**config.mk**
```make
export PLATFORM = sky130hd
export DESIGN_NAME = sequential_divider_flat
export DESIGN_NICKNAME = d
export VERILOG_FILES = /design/src/rtl/divider_pkg.sv /design/src/rtl/sequential_divider_if.sv /design/src/rtl/divider_step.sv /design/src/rtl/sequential_divider.sv /design/src/flat_wrapper.sv
export SDC_FILE = /design/constraint.sdc
export NUM_CORES = 1
export LEC_CHECK = 0
export BUFFER_PORTS_ARGS = -buffer_cell sky130_fd_sc_hd__clkbuf_2
export CORE_MARGIN = 1
export CORE_UTILIZATION = 35
export CTS_CLUSTER_SIZE = 16
export DETAILED_ROUTE_END_ITERATION = 8
export PLACE_DENSITY = 0.64
export SETUP_SLACK_MARGIN = 0.05
export SLEW_MARGIN = 0
export SYNTH_ARGS = -nofsm -noshare
export SYNTH_HDL_FRONTEND = slang
export SYNTH_HIERARCHICAL = 1
export SYNTH_SLANG_ARGS = --single-unit
```
**constraint.sdc**
```tcl
create_clock -name clk_in -period 4.5 [get_ports clk_in]
set_input_delay 0.9 -clock clk_in [delete_from_list [all_inputs] [get_ports clk_in]]
set_output_delay 0.9 -clock clk_in [all_outputs]
set_load 0.01 [all_outputs]
```
**src/rtl/divider_pkg.sv**
```systemverilog
// Shared types and helpers for the sequential restoring divider.
// Optional signed operation is selected with the SIGNED_DIV_EN macro in sequential_divider.sv.
package divider_pkg;

   typedef enum logic [1:0] {
      IDLE = 2'd0,
      CALC = 2'd1,
      DONE = 2'd2
   } div_state_t;

   localparam int unsigned DEFAULT_WIDTH = 8;

   // Width of the iteration counter that must hold WIDTH-1.
   function automatic int unsigned cnt_width(input int unsigned width);
      return (width < 2) ? 1 : $clog2(width);
   endfunction

endpackage

```
**src/rtl/sequential_divider_if.sv**
```systemverilog
// Launch/result bundle of the sequential divider.
interface sequential_divider_if
   import divider_pkg::*;
#(
   parameter int unsigned WIDTH = DEFAULT_WIDTH
);

   logic             start_in;
   logic [WIDTH-1:0] dividend_in;
   logic [WIDTH-1:0] divisor_in;
   logic             busy_out;
   logic             done_out;
   logic [WIDTH-1:0] quotient_out;
   logic [WIDTH-1:0] remainder_out;
   logic             div_by_zero_out;
   logic             overflow_out;

   modport master (
      output start_in, dividend_in, divisor_in,
      input  busy_out, done_out, quotient_out, remainder_out, div_by_zero_out, overflow_out
   );

   modport slave (
      input  start_in, dividend_in, divisor_in,
      output busy_out, done_out, quotient_out, remainder_out, div_by_zero_out, overflow_out
   );

endinterface

```
**src/rtl/divider_step.sv**
```systemverilog
// One restoring division iteration: shift a dividend bit into the partial remainder,
// trial-subtract the divisor and keep the difference only when it does not borrow.
module divider_step #(
   parameter int unsigned WIDTH = 8
) (
   input  logic [WIDTH-1:0] rem,
   input  logic             shift_bit,
   input  logic [WIDTH-1:0] divisor,
   output logic [WIDTH-1:0] next_rem_c,
   output logic             q_bit_c
);

   logic [WIDTH:0]   shifted;
   logic [WIDTH+1:0] trial;

   // Trial subtraction at WIDTH+1 bits; the extra top bit is the borrow (negative result).
   always_comb begin
      shifted    = {rem, shift_bit};
      trial      = {1'b0, shifted} - {2'b00, divisor};
      q_bit_c    = ~trial[WIDTH+1];
      next_rem_c = q_bit_c ? trial[WIDTH-1:0] : shifted[WIDTH-1:0];
   end

endmodule

```
**src/rtl/sequential_divider.sv**
```systemverilog
// Multi-cycle restoring divider, one quotient bit per clock, start/done handshake.
// Define SIGNED_DIV_EN for two's-complement operands (truncating quotient, remainder
// carries the dividend sign, most-negative / -1 flags overflow_out).
// Results are formed on entry to DONE and published together with the done_out pulse
// on the following edge, so done_out appears WIDTH+1 edges after an accepted start.
module sequential_divider
   import divider_pkg::*;
#(
   parameter int unsigned WIDTH = DEFAULT_WIDTH
) (
   input  logic                clk_in,
   input  logic                rst_in,
   sequential_divider_if.slave bus
);

   localparam int unsigned CW = cnt_width(WIDTH);

   div_state_t       state_q, state_d;
   logic [CW-1:0]    count_q, count_d;
   logic [WIDTH-1:0] rem_q, rem_d;
   logic [WIDTH-1:0] shq_q, shq_d;
   logic [WIDTH-1:0] div_q, div_d;
   logic             sn_q, sn_d;
   logic             sd_q, sd_d;
   logic [WIDTH-1:0] res_quo_q, res_quo_d;
   logic [WIDTH-1:0] res_rem_q, res_rem_d;
   logic             dbz_q, dbz_d;
   logic             ovf_q, ovf_d;

   logic             busy_q, busy_d;
   logic             done_q, done_d;
   logic [WIDTH-1:0] quotient_q, quotient_d;
   logic [WIDTH-1:0] remainder_q, remainder_d;
   logic             dbz_out_q, dbz_out_d;
   logic             ovf_out_q, ovf_out_d;

   logic [WIDTH-1:0] step_rem_c;
   logic             step_qbit_c;
   logic [WIDTH-1:0] dvd_abs;
   logic [WIDTH-1:0] dvs_abs;
   logic             dvd_neg;
   logic             dvs_neg;
   logic             ovf_case;
   logic [WIDTH-1:0] quo_u;

   divider_step #(.WIDTH(WIDTH)) u_step (
      .rem        (rem_q),
      .shift_bit  (shq_q[WIDTH-1]),
      .divisor    (div_q),
      .next_rem_c (step_rem_c),
      .q_bit_c    (step_qbit_c)
   );

   // Operand conditioning: magnitudes and signs for the launch path.
   always_comb begin
`ifdef SIGNED_DIV_EN
      dvd_neg  = bus.dividend_in[WIDTH-1];
      dvs_neg  = bus.divisor_in[WIDTH-1];
      dvd_abs  = dvd_neg ? WIDTH'(-bus.dividend_in) : bus.dividend_in;
      dvs_abs  = dvs_neg ? WIDTH'(-bus.divisor_in) : bus.divisor_in;
      ovf_case = (bus.dividend_in == {1'b1, {(WIDTH-1){1'b0}}}) &&
                 (bus.divisor_in == {WIDTH{1'b1}});
`else
      dvd_neg  = 1'b0;
      dvs_neg  = 1'b0;
      dvd_abs  = bus.dividend_in;
      dvs_abs  = bus.divisor_in;
      ovf_case = 1'b0;
`endif
   end

   // Next-state, datapath and output computation.
   always_comb begin
      state_d     = state_q;
      count_d     = count_q;
      rem_d       = rem_q;
      shq_d       = shq_q;
      div_d       = div_q;
      sn_d        = sn_q;
      sd_d        = sd_q;
      res_quo_d   = res_quo_q;
      res_rem_d   = res_rem_q;
      dbz_d       = dbz_q;
      ovf_d       = ovf_q;
      quotient_d  = quotient_q;
      remainder_d = remainder_q;
      dbz_out_d   = dbz_out_q;
      ovf_out_d   = ovf_out_q;
      done_d      = 1'b0;
      quo_u       = {shq_q[WIDTH-2:0], step_qbit_c};

      case (state_q)
         IDLE, DONE: begin
            if (state_q == DONE) begin
               // Publish the results formed on entry to DONE.
               done_d      = 1'b1;
               quotient_d  = res_quo_q;
               remainder_d = res_rem_q;
               dbz_out_d   = dbz_q;
               ovf_out_d   = ovf_q;
               state_d     = IDLE;
            end
            if (bus.start_in) begin
               dbz_d = 1'b0;
               ovf_d = ovf_case;
               sn_d  = dvd_neg;
               sd_d  = dvs_neg;
               if (bus.divisor_in == '0) begin
                  state_d   = DONE;
                  res_quo_d = {WIDTH{1'b1}};
                  res_rem_d = bus.dividend_in;
                  dbz_d     = 1'b1;
                  ovf_d     = 1'b0;
               end else begin
                  state_d = CALC;
                  count_d = CW'(WIDTH - 1);
                  rem_d   = '0;
                  shq_d   = dvd_abs;
                  div_d   = dvs_abs;
               end
            end
         end
         CALC: begin
            rem_d = step_rem_c;
            shq_d = quo_u;
            if (count_q == '0) begin
               state_d   = DONE;
               res_quo_d = (sn_q ^ sd_q) ? WIDTH'(-quo_u) : quo_u;
               res_rem_d = sn_q ? WIDTH'(-step_rem_c) : step_rem_c;
            end else begin
               count_d = count_q - CW'(1);
            end
         end
         default: state_d = IDLE;
      endcase

      busy_d = (state_d == CALC);
   end

   // State, datapath and output registers.
   always_ff @(posedge clk_in or posedge rst_in) begin
      if (rst_in) begin
         state_q     <= IDLE;
         count_q     <= '0;
         rem_q       <= '0;
         shq_q       <= '0;
         div_q       <= '0;
         sn_q        <= 1'b0;
         sd_q        <= 1'b0;
         res_quo_q   <= '0;
         res_rem_q   <= '0;
         dbz_q       <= 1'b0;
         ovf_q       <= 1'b0;
         busy_q      <= 1'b0;
         done_q      <= 1'b0;
         quotient_q  <= '0;
         remainder_q <= '0;
         dbz_out_q   <= 1'b0;
         ovf_out_q   <= 1'b0;
      end else begin
         state_q     <= state_d;
         count_q     <= count_d;
         rem_q       <= rem_d;
         shq_q       <= shq_d;
         div_q       <= div_d;
         sn_q        <= sn_d;
         sd_q        <= sd_d;
         res_quo_q   <= res_quo_d;
         res_rem_q   <= res_rem_d;
         dbz_q       <= dbz_d;
         ovf_q       <= ovf_d;
         busy_q      <= busy_d;
         done_q      <= done_d;
         quotient_q  <= quotient_d;
         remainder_q <= remainder_d;
         dbz_out_q   <= dbz_out_d;
         ovf_out_q   <= ovf_out_d;
      end
   end

   // Drive the bus from registered outputs.
   always_comb begin
      bus.busy_out        = busy_q;
      bus.done_out        = done_q;
      bus.quotient_out    = quotient_q;
      bus.remainder_out   = remainder_q;
      bus.div_by_zero_out = dbz_out_q;
      bus.overflow_out    = ovf_out_q;
   end

endmodule

```
**src/flat_wrapper.sv**
```systemverilog
// flat-port wrapper written by rule: the top's interface ports become plain ports
module sequential_divider_flat import divider_pkg::*;
#(
   parameter int unsigned WIDTH = DEFAULT_WIDTH
)
  (clk_in, rst_in, bus_start_in, bus_dividend_in, bus_divisor_in, bus_busy_out, bus_done_out, bus_quotient_out, bus_remainder_out, bus_div_by_zero_out, bus_overflow_out);
  sequential_divider_if #(.WIDTH(WIDTH)) bus_i ();
  input  logic clk_in;
  input  logic rst_in;
  input wire logic [$bits(bus_i.start_in)-1:0] bus_start_in;
  input wire logic [$bits(bus_i.dividend_in)-1:0] bus_dividend_in;
  input wire logic [$bits(bus_i.divisor_in)-1:0] bus_divisor_in;
  output wire logic [$bits(bus_i.busy_out)-1:0] bus_busy_out;
  output wire logic [$bits(bus_i.done_out)-1:0] bus_done_out;
  output wire logic [$bits(bus_i.quotient_out)-1:0] bus_quotient_out;
  output wire logic [$bits(bus_i.remainder_out)-1:0] bus_remainder_out;
  output wire logic [$bits(bus_i.div_by_zero_out)-1:0] bus_div_by_zero_out;
  output wire logic [$bits(bus_i.overflow_out)-1:0] bus_overflow_out;
  assign bus_i.start_in = bus_start_in;
  assign bus_i.dividend_in = bus_dividend_in;
  assign bus_i.divisor_in = bus_divisor_in;
  assign bus_busy_out = bus_i.busy_out;
  assign bus_done_out = bus_i.done_out;
  assign bus_quotient_out = bus_i.quotient_out;
  assign bus_remainder_out = bus_i.remainder_out;
  assign bus_div_by_zero_out = bus_i.div_by_zero_out;
  assign bus_overflow_out = bus_i.overflow_out;
  sequential_divider #(.WIDTH(WIDTH)) u_core (.clk_in(clk_in), .rst_in(rst_in), .bus(bus_i));
endmodule
```
==> run summary <==
register clock-pin slew on the reported worst setup and hold paths -> 80 ps
ANT nets after route -> 0
WP data arrival -> 2730 ps
endpoint type of the worst setup path -> register
Initial Util -> 35.9%
pin count of the biggest net entering global routing -> 39
Max FO, Critical Path -> 3
most frequent cells in the layout -> dfrtp_1 (65), clkbuf_2 (37), mux2_2 (36), nor2_1 (27), nand2_1 (22)
crit path kind -> reg2reg
Ys Warns -> 6
Least-Margin Pin Slew -> 872 ps
worst setup path startpoint -> u_core/shq_q[7]$_DFFE_PP0P_
clk sinks -> 65
first-pass GRT wire length -> 11100 um
initial DRC count -> 71
PortBufs -> 37
worst path required time -> 4700 ps
ant diodes -> 0
Hold/Removal Path Class -> reg2reg
clock skew -> 6.74 ps
Clock Tree Buf Depth -> 2
Area after DPL -> 0.00358 mm^2
R2R depth -> 10
Post-CTS Repair Setup Buffers -> 0
Area Growth Syn to Fin -> 15.5%
final setup fails -> 0
routability cong. -> 0.770
Routed WL -> 6620 um
worst vdd ir -> 0.335 mV
CTS Buf Count -> 9
Leakage -> 1.82 nW
R2R setup slack -> 1960 ps
Relative slew margins -> 41.9%
largest area contributor in the netlist -> dfrtp_1
largest cells by area after synthesis -> dfrtp_1 (49%), mux2_2 (12%), mux2_4 (4.5%)
RSZ-0062 raised after global routing -> no
# H-tree levels -> 3
Post-CTS Resized -> 0
area of the multi-input gates -> 0.00155 mm^2
placed insts -> 425
vias in the first global route -> 2225
WL/cell -> 15.0 um
Max Slew Vio Count -> 0
initial antenna violation count -> 0
r2r endpoint -> u_core/res_rem_q[6]$_DFFE_PP0P_
most common cell after layout, fill and taps aside -> dfrtp_1
DRC -> 0
CTS tree -> done
fin crit share -> 56.3%
Startpoint Class -> register
Setup TNS -> 0 ps
core area -> 0.00920 mm^2
Post-DP HPWL -> 4810 um
RR Startpoint -> u_core/shq_q[7]$_DFFE_PP0P_
Syn Inst Count -> 286
Syn Area/Cell -> 11.5 um^2
row cnt -> 35
synth unique cells -> 44
Yosys reg bits -> 65
share of cells above drive strength 1 -> 35.8%
DIE HEIGHT -> 99.1 um
Pwr per Cell Area -> 844 mW/mm^2
Reg area -> 0.00163 mm^2
Nets -> 355
total of fill cells in the finished design -> 894
chip width -> 99.1 um
IO Count -> 39
later-pin clock latency in the skew report -> 350 ps
f_max -> 0.394 GHz
Mapped Area -> 0.00330 mm^2
GRT Overall Usage -> 14.9%
CP endpoint -> u_core/res_rem_q[6]$_DFFE_PP0P_
# hold bufs at CTS -> 0
post-layout instance area -> 0.00381 mm^2
grt ovf -> 0
status -> finished, final reports clean
sequential-to-total area share from yosys stat -> 49.3%
Hold WS -> 508 ps
Vias -> 2248
fin cells -> 441
via-per-instance ratio -> 5.10
MaxCap Viol Count -> 0
CTS root buf -> clkbuf_8
Hold Vio Cnt, Final -> 0
die area -> 0.00983 mm^2
router iterations before antenna repair -> 4
min Tclk post-route -> 2540 ps
share of the synthesized area in the top cell type -> 49.3%
post-synth net total -> 316
==> synthesized netlist by cell type <==
cell type   n
dfrtp_1    65
mux2_2     36
nor2_1     27
nand2_1    22
inv_1      15
a21oi_1    11
o21ai_0    11
ha_1       10
mux2_4     10
mux2i_1    10
a22oi_1     8
buf_2       7
nor2b_1     5
a31oi_1     4
clkbuf_1    4
nand2b_1    4
and3_1      3
nor4_1      3
a21o_1      2
a21oi_2     2
o21ai_2     2
or4_4       2
xor2_1      2
a211oi_1    1
a21o_2      1
a21oi_4     1
a311o_1     1
and2_4      1
and3_2      1
buf_12      1
buf_4       1
conb_1      1
fa_1        1
nand2b_4    1
nand3_1     1
nand4bb_1   1
nor3_1      1
nor3b_1     1
nor4bb_1    1
o21a_1      1
o21ai_4     1
o31a_1      1
o31ai_4     1
xnor2_1     1
==> critical path: stages (launching register included) <==
cell	delay [ps]
dfrtp_1	350
inv_1	70
ha_1	230
fa_1	410
nor2b_1	180
o31a_1	200
nor4_1	60
a311o_1	330
mux2_4	280
mux2i_1	170
a22oi_1	120
==> per-stage QoR <==
stage | setup slack (ps) | util, % | power (W)
4_1_cts | 1970 | 41.5 | 0.00325
2_1_floorplan | 1970 | - | 0.00231
6_report | 1960 | 41.5 | 0.00322
5_1_grt | 1830 | 41.5 | 0.00350
3_3_place_gp | 1900 | 39.0 | 0.00262
3_5_place_dp | 1850 | 39.0 | 0.00267
==> per-layer routing <==
metal | global-route usage [%] | share of wire [%]
met1 | 19.2 | 48
met2 | 24.0 | 48
met3 | 3.51 | 3.4
met4 | 6.56 | 1.2
met5 | 0 | 0
==> final cells by class <==
cell class	count	share of cell area, %
clock inverters	6	2.36
repair buffers	41	5.64
well taps	111	3.64
multi-input cells	193	40.6
flip-flops and latches	65	42.7
inverters	15	1.48
clock buffers	10	3.61
==> cell families (layout without fill, tap and decap cells) <==
logic type / after synthesis / after routing / synth area share [%]
AND/OR/NAND/NOR: 74 / 74 / 11.2
other: 1 / 1 / 0.114
XOR/XNOR: 3 / 3 / 0.796
multiplexers: 56 / 56 / 19.9
adder cells (fa/ha/maj): 11 / 11 / 4.40
flip-flops: 65 / 65 / 49.3
AO/OA/AOI/OAI: 48 / 48 / 10.3
buffers and inverters: 28 / 72 / 4.05
==> power breakdown <==
group | switching [W] | internal (W)
registers | 0.000165 | 0.000861
clock network | 0.000235 | 0.000329
logic | 0.000799 | 0.000830
total | 0.00120 | 0.00202
==> state kept, by name (all words and copies together) (netlist names) <==
| signal | count |
|---|---|
| u_core/bus.div_by_zero_out | 1 |
| u_core/res_quo_q | 8 |
| u_core/res_rem_q | 8 |
| u_core/bus.busy_out | 1 |
| u_core/state_q | 2 |
| u_core/dbz_q | 1 |
| u_core/rem_q | 8 |
| u_core/count_q | 3 |
| u_core/bus.quotient_out | 8 |
| u_core/bus.done_out | 1 |
| u_core/bus.remainder_out | 8 |
| u_core/shq_q | 8 |
| u_core/div_q | 8 |
==> worst min path at each step <==
stage	startpoint	to	cells after the start
after global placement	u_core/dbz_q$_DFFE_PP0P_	u_core/dbz_q$_DFFE_PP0P_	2
after global routing	u_core/dbz_q$_DFFE_PP0P_	u_core/dbz_q$_DFFE_PP0P_	2
after floorplan	u_core/dbz_q$_DFFE_PP0P_	u_core/dbz_q$_DFFE_PP0P_	2
after CTS	u_core/dbz_q$_DFFE_PP0P_	u_core/dbz_q$_DFFE_PP0P_	2
after detailed placement	u_core/dbz_q$_DFFE_PP0P_	u_core/dbz_q$_DFFE_PP0P_	2
final	u_core/bus.remainder_out[3]$_DFFE_PP0P_	u_core/bus.remainder_out[3]$_DFFE_PP0P_	1
Power figures use the tool's default switching activity.
